**src/rtl/cnn_spi_pkg.sv**
```systemverilog
// rtl/cnn_spi_pkg.sv - shared types and frame constants for the CNN result SPI transmitter
package cnn_spi_pkg;

  // Transmitter sequencing: serialise bits, close the last SCLK period, then enforce CS-high spacing
  typedef enum logic [1:0] {
    ST_IDLE  = 2'd0,
    ST_SHIFT = 2'd1,
    ST_HOLD  = 2'd2,
    ST_GAP   = 2'd3
  } tx_state_e;

  localparam logic [7:0] SPI_FRAME_HDR    = 8'hA5;
  localparam int         SPI_RESULT_BYTES = 6;
  localparam int         SPI_RESULT_W     = 8 * SPI_RESULT_BYTES;

  // Frame length in bits: header + result bytes, with or without the trailing XOR byte
  localparam int SPI_FRAME_BITS_CSUM   = 8 * (SPI_RESULT_BYTES + 2);
  localparam int SPI_FRAME_BITS_NOCSUM = 8 * (SPI_RESULT_BYTES + 1);

endpackage

```
**src/rtl/spi_phase_gen.sv**
```systemverilog
// rtl/spi_phase_gen.sv - SCLK half-period timer producing end-of-low and end-of-high ticks
module spi_phase_gen #(
  parameter int CLK_DIV = 4
) (
  input  logic clk_i,
  input  logic rst_i,
  input  logic restart_i,
  output logic lo_end_o,
  output logic hi_end_o
);

  localparam int              PW       = $clog2(CLK_DIV) + 1;
  localparam logic [PW-1:0]   CNT_LAST = PW'(CLK_DIV - 1);

  logic [PW-1:0] cnt_q;
  logic          hi_q;
  logic          last_cycle;

  assign last_cycle = (cnt_q == CNT_LAST);
  assign lo_end_o   = !restart_i && !hi_q && last_cycle;
  assign hi_end_o   = !restart_i &&  hi_q && last_cycle;

  // Count CLK_DIV cycles per half-period; restart parks the timer at the start of a low phase
  always_ff @(posedge clk_i) begin
    if (rst_i || restart_i) begin
      cnt_q <= '0;
      hi_q  <= 1'b0;
    end else if (last_cycle) begin
      cnt_q <= '0;
      hi_q  <= ~hi_q;
    end else begin
      cnt_q <= cnt_q + PW'(1);
    end
  end

endmodule

```
**src/rtl/cnn_result_spi_tx.sv**
```systemverilog
// rtl/cnn_result_spi_tx.sv - framed SPI mode-0 result transmitter; CNN_SPI_TX_CHECKSUM_EN adds an XOR byte
module cnn_result_spi_tx
  import cnn_spi_pkg::*;
#(
  parameter int CLK_DIV = 4,
  parameter int CS_GAP  = 8
) (
  input  logic                           sys_clk,
  input  logic                           sys_rst,
  input  logic                           final_result_valid,
  input  logic signed [SPI_RESULT_W-1:0] final_lane_result,
  input  logic                           overflow_clr,
  output logic                           tx_busy,
  output logic                           tx_done,
  output logic                           overflow,
  output logic                           spi_sclk,
  output logic                           spi_mosi,
  output logic                           spi_cs_n
);

`ifdef CNN_SPI_TX_CHECKSUM_EN
  localparam bit CSUM_EN = 1'b1;
`else
  localparam bit CSUM_EN = 1'b0;
`endif

  localparam int             NBITS    = CSUM_EN ? SPI_FRAME_BITS_CSUM : SPI_FRAME_BITS_NOCSUM;
  localparam int             BW       = $clog2(NBITS);
  localparam int             GW       = $clog2(CS_GAP) + 1;
  localparam logic [BW-1:0]  BIT_LAST = BW'(NBITS - 1);
  localparam logic [GW-1:0]  GAP_LAST = GW'(CS_GAP - 1);

  // Header first, result bytes MSB-first as raw slices, then the optional XOR of the result bytes
  function automatic logic [NBITS-1:0] build_frame(input logic [SPI_RESULT_W-1:0] r);
`ifdef CNN_SPI_TX_CHECKSUM_EN
    logic [7:0] csum;
    csum = '0;
    for (int i = 0; i < SPI_RESULT_BYTES; i++) begin
      csum = csum ^ r[8*i +: 8];
    end
    return {SPI_FRAME_HDR, r, csum};
`else
    return {SPI_FRAME_HDR, r};
`endif
  endfunction

  tx_state_e                 state_q;
  logic [NBITS-1:0]          shreg_q;
  logic [BW-1:0]             bit_q;
  logic [GW-1:0]             gap_q;
  logic                      sclk_q;
  logic                      cs_n_q;
  logic                      busy_q;
  logic                      done_q;

  logic                      pend_valid_q, pend_valid_d;
  logic [SPI_RESULT_W-1:0]   pend_data_q,  pend_data_d;
  logic                      ovf_q,        ovf_d;

  logic                      pg_restart;
  logic                      lo_end;
  logic                      hi_end;
  logic                      in_frame;
  logic                      gap_exit;
  logic                      consume;
  logic                      drop;

  // The phase timer only runs while SCLK periods are being generated (SHIFT and the trailing HOLD)
  assign pg_restart = !((state_q == ST_SHIFT) || (state_q == ST_HOLD));

  spi_phase_gen #(
    .CLK_DIV (CLK_DIV)
  ) u_phase (
    .clk_i     (sys_clk),
    .rst_i     (sys_rst),
    .restart_i (pg_restart),
    .lo_end_o  (lo_end),
    .hi_end_o  (hi_end)
  );

  assign in_frame = (state_q != ST_IDLE);
  assign gap_exit = (state_q == ST_GAP) && (gap_q == GAP_LAST);
  assign consume  = gap_exit && pend_valid_q;
  assign drop     = final_result_valid && in_frame && pend_valid_q && !consume;

  // Pending slot: fill while busy, free on GAP exit (refill in the same cycle allowed); drops are sticky
  always_comb begin
    pend_valid_d = pend_valid_q;
    pend_data_d  = pend_data_q;
    ovf_d        = ovf_q;
    if (consume) begin
      pend_valid_d = 1'b0;
    end
    if (final_result_valid && in_frame && (!pend_valid_q || consume)) begin
      pend_valid_d = 1'b1;
      pend_data_d  = final_lane_result;
    end
    if (drop) begin
      ovf_d = 1'b1;
    end else if (overflow_clr) begin
      ovf_d = 1'b0;
    end
  end

  // Register the pending buffer and overflow flag
  always_ff @(posedge sys_clk) begin
    if (sys_rst) begin
      pend_valid_q <= 1'b0;
      pend_data_q  <= '0;
      ovf_q        <= 1'b0;
    end else begin
      pend_valid_q <= pend_valid_d;
      pend_data_q  <= pend_data_d;
      ovf_q        <= ovf_d;
    end
  end

  // Frame sequencer: MOSI is the shift-register MSB, so shifting on the end of a high phase
  // changes data exactly at the start of the next low phase
  always_ff @(posedge sys_clk) begin
    if (sys_rst) begin
      state_q <= ST_IDLE;
      shreg_q <= '0;
      bit_q   <= '0;
      gap_q   <= '0;
      sclk_q  <= 1'b0;
      cs_n_q  <= 1'b1;
      busy_q  <= 1'b0;
      done_q  <= 1'b0;
    end else begin
      done_q <= 1'b0;
      unique case (state_q)
        ST_IDLE: begin
          if (final_result_valid) begin
            shreg_q <= build_frame(final_lane_result);
            bit_q   <= '0;
            cs_n_q  <= 1'b0;
            busy_q  <= 1'b1;
            state_q <= ST_SHIFT;
          end
        end
        ST_SHIFT: begin
          if (lo_end) begin
            sclk_q <= 1'b1;
          end
          if (hi_end) begin
            sclk_q  <= 1'b0;
            shreg_q <= {shreg_q[NBITS-2:0], 1'b0};
            if (bit_q == BIT_LAST) begin
              state_q <= ST_HOLD;
            end else begin
              bit_q <= bit_q + BW'(1);
            end
          end
        end
        ST_HOLD: begin
          if (lo_end) begin
            cs_n_q  <= 1'b1;
            done_q  <= 1'b1;
            gap_q   <= '0;
            state_q <= ST_GAP;
          end
        end
        ST_GAP: begin
          if (gap_q == GAP_LAST) begin
            if (pend_valid_q) begin
              shreg_q <= build_frame(pend_data_q);
              bit_q   <= '0;
              cs_n_q  <= 1'b0;
              state_q <= ST_SHIFT;
            end else begin
              busy_q  <= 1'b0;
              state_q <= ST_IDLE;
            end
          end else begin
            gap_q <= gap_q + GW'(1);
          end
        end
        default: begin
          state_q <= ST_IDLE;
        end
      endcase
    end
  end

  assign tx_busy  = busy_q;
  assign tx_done  = done_q;
  assign overflow = ovf_q;
  assign spi_sclk = sclk_q;
  assign spi_mosi = shreg_q[NBITS-1];
  assign spi_cs_n = cs_n_q;

endmodule

```
**config.mk**
```make
export PLATFORM = sky130hd
export DESIGN_NAME = cnn_result_spi_tx
export DESIGN_NICKNAME = d
export VERILOG_FILES = /design/src/rtl/cnn_spi_pkg.sv /design/src/rtl/spi_phase_gen.sv /design/src/rtl/cnn_result_spi_tx.sv
export SDC_FILE = /design/constraint.sdc
export NUM_CORES = 1
export LEC_CHECK = 0
export CELL_PAD_IN_SITES_DETAIL_PLACEMENT = 0
export CELL_PAD_IN_SITES_GLOBAL_PLACEMENT = 1
export CORE_MARGIN = 2
export CORE_UTILIZATION = 39
export CTS_CLUSTER_SIZE = 28
export DETAILED_ROUTE_END_ITERATION = 6
export PLACE_DENSITY_LB_ADDON = 0.1
export SKIP_LAST_GASP = 1
export SYNTH_ARGS = -nofsm -noshare
export SYNTH_HDL_FRONTEND = slang
export SYNTH_SLANG_ARGS = --single-unit
```
**constraint.sdc**
```tcl
create_clock -name sys_clk -period 2 [get_ports sys_clk]
set_clock_uncertainty 0.1 [all_clocks]
set_input_delay 0.4 -clock sys_clk [delete_from_list [all_inputs] [get_ports sys_clk]]
set_output_delay 0.4 -clock sys_clk [all_outputs]
set_load 0.01 [all_outputs]
```
==> impl_metrics.json <==
{
  "rsz0062_at_grt": "true",
  "critPathRequiredTime_ps": 2230,
  "fin_nets": 761,
  "ys_ff_latch": 126,
  "endpoint": "bit_q[5]",
  "min-delay-path-class": "primary input to register",
  "grt_pass1_vias": 4839,
  "r2r_slack_ps": -30,
  "clock-sinks": 126,
  "vias": 5103,
  "grt_pass1_wl_mm": 24.3,
  "n_antenna_cell": 0,
  "whs_ps": 314,
  "fill_cells": 1288,
  "r2r_start": "state_q[0]",
  "clk_pin_slew_ps": 50,
  "portBuffers": 57,
  "yosysUniqueCellTypes": 53,
  "wl_per_cell_um": 18.6,
  "synthArstFlopShare": 0,
  "syn_inst": 612,
  "fmax_ghz": 0.493,
  "die_area_um2": 15400,
  "grt_overflow": 0,
  "area_delta_synth_final_pct": 37.7,
  "slew_headroom": 0.637,
  "pre_cts_ws_ps": -285,
  "die_w_um": 124,
  "setup_ws_ps": -26.9,
  "syn-num-nets": 672,
  "core_area_um2": 14000,
  "rows": 43,
  "multi_input_area_um2": 2930,
  "maxSlewViolCount": 0,
  "cap_violations": 0,
  "drtIter0Drc": 382,
  "r2r-end": "bit_q[5]",
  "dr.pass1.iters": 5,
  "grt_max_degree": 52,
  "powerDensity_nw_per_um2": 1630,
  "crit_start": "state_q[0]",
  "cp-start-kind": "register",
  "synth_top_area_frac": 0.449,
  "p_total_mw": 12.6,
  "timing.final.crit_share": 1.01,
  "htree_levels": 4,
  "status": "finished, violations left",
  "cts-root-buf": "clkbuf_16",
  "synth_area_leaders": "dfxtp_1, mux2i_1, a311oi_1",
  "yosysWarningCount": 0,
  "ant_nets": 0,
  "rr_worst_depth": 6,
  "io_pins": 58,
  "ys.flop_type": "dfxtp_1",
  "syn_area_um2": 5620,
  "clk_path_buf_depth": 2,
  "clock_latency_ps": 420,
  "crit_arrival_ps": 2260,
  "violations": "setup timing",
  "seqCellArea_um2": 2530,
  "fin_crit_ps": 2030,
  "tightest_slew_ps": 544,
  "cp_max_fo": 4,
  "final_layout_size_suffix_gt1_frac": 0.206,
  "initial_core_util": 0.402,
  "vdd_drop_max_v": 0.000774,
  "crit_type": "register to register",
  "cts_tree": "yes",
  "hpwl_mm": 9.11,
  "synth.avg_cell_area_um2": 9.18,
  "drt-total-wl_mm": 16.6,
  "fp.dieH_um": 124,
  "finalSetupViolCount": 3,
  "synth_edf_count": 0,
  "postCtsHoldBufs": 0,
  "ys_seq_area_frac": 0.449,
  "drc_errors": 0,
  "gp_congestion": 0.858,
  "yosys.area.top_type": "dfxtp_1",
  "grt_util_all_layers": 0.203,
  "viasPerCell": 5.71,
  "critPathCaptureType": "register",
  "numCtsBuffers": 17,
  "p_leak_nw": 2.86,
  "hold_viol_final": 0,
  "antenna_found_initial": 0
}
[worst min-delay path by stage]
| stage | startpoint | to | slack (ps) | cells past startpoint |
|---|---|---|---|---|
| floorplan | u_phase.cnt_q[0] | u_phase.cnt_q[0] | 300 | 1 |
| global placement | u_phase.cnt_q[0] | u_phase.cnt_q[0] | 310 | 1 |
| detailed placement | u_phase.cnt_q[0] | u_phase.cnt_q[0] | 320 | 1 |
| CTS | sys_rst | pend_data_q[11] | 300 | 2 |
| global route | sys_rst | spi_sclk | 300 | 2 |
| finish | sys_rst | tx_done | 310 | 2 |
[report_power, final]
part	internal [mW]	switching, mW
combinational	2.88	3.09
clock	1.99	1.12
sequential	3.17	0.382
[cell families after synthesis]
| group | count (synthesis) | synth area share |
|---|---|---|
| AOI/OAI and AO/OA | 200 | 0.253 |
| and+or+nand+nor | 161 | 0.132 |
| buffers and inverters | 66 | 0.0581 |
| muxes | 49 | 0.0873 |
| DFF | 126 | 0.449 |
| xor gates and xnor gates | 2 | 0.00312 |
| adders and majority gates | 8 | 0.0178 |
[synth_stat cells (3+ instances only)]
cell type and number:
a211oi_1 5, a211oi_2 3, a21oi_1 67, a21oi_2 3
a22oi_1 47, a311oi_1 47, buf_2 11, buf_4 3
buf_6 5, clkbuf_1 33, dfxtp_1 126, ha_1 8
inv_1 12, mux2i_1 49, nand2_1 52, nand2b_1 6
nand3_1 10, nand4_1 3, nor2_1 65, nor2b_1 3
nor3b_1 3, o21ai_0 8
[critical path: stages (launching register included)]
cell and delay, ps:
dfxtp_4 390, inv_6 50, ha_4 150, nor2b_4 130, a2111o_1 500, or4_1 450
a21oi_1 180
[sequential cells by signal (all words and copies together), names as in the netlist]
| signal | cells |
|---|---|
| bit_q | 6 |
| gap_q | 4 |
| overflow | 1 |
| pend_data_q | 48 |
| pend_valid_q | 1 |
| shreg_q | 56 |
| spi_cs_n | 1 |
| spi_sclk | 1 |
| state_q | 2 |
| tx_busy | 1 |
| tx_done | 1 |
| u_phase.cnt_q | 3 |
| u_phase.hi_q | 1 |
[metrics by stage]
step                      cells  utilization  setup TNS [ps]  area (um2)
after floorplan             612            -               0        5640
after global placement      842        0.472          -11510        6600
after detailed placement    842        0.472          -15470        6600
after CTS                   880        0.522           -86.5        7300
after global routing        894        0.553            -446        7740
final                       894        0.553           -57.1        7740
[cell type report]
cell class / count / share of cell area
flip-flops and latches: 126 / 0.327
clock buffers: 22 / 0.0639
clock inverters: 10 / 0.0142
inverters: 12 / 0.00647
well taps: 180 / 0.0291
multi-input cells: 420 / 0.379
repair buffers: 124 / 0.180
[per-layer routing]
layer / vias to the layer above / wire length, um / global-route usage
met5: - / 0 / 0
met4: 0 / 192 / 0.0548
met3: 16 / 847 / 0.0604
met2: 143 / 8020 / 0.329
met1: 2490 / 7570 / 0.264
li1: 2454 / - / -
[cell usage in the layout, fill, tap and decap left out, types with 3 or more instances in the layout]
master / count
nand3_1: 10
nor2_1: 63
a311oi_1: 45
clkdlybuf4s50_1: 56
o21ai_2: 4
a211oi_2: 3
mux2i_1: 49
buf_4: 42
nor3b_1: 3
o21ai_0: 3
a21oi_1: 63
nand2b_1: 6
clkbuf_8: 5
inv_1: 10
ha_4: 4
clkbuf_16: 25
a22oi_1: 47
buf_6: 6
dfxtp_1: 122
buf_12: 9
clkinv_2: 5
a21oi_2: 6
a211oi_1: 4
nand4_1: 3
nor2_4: 3
nand2_1: 51
[repair_timing]
item,4_1_cts,5_1_grt
setup buffers,5,4
cloned,1,10
pin swaps,6,34
setup endpoints to repair,50,114
resized for setup,11,41
(Power assumes the default switching activity.)
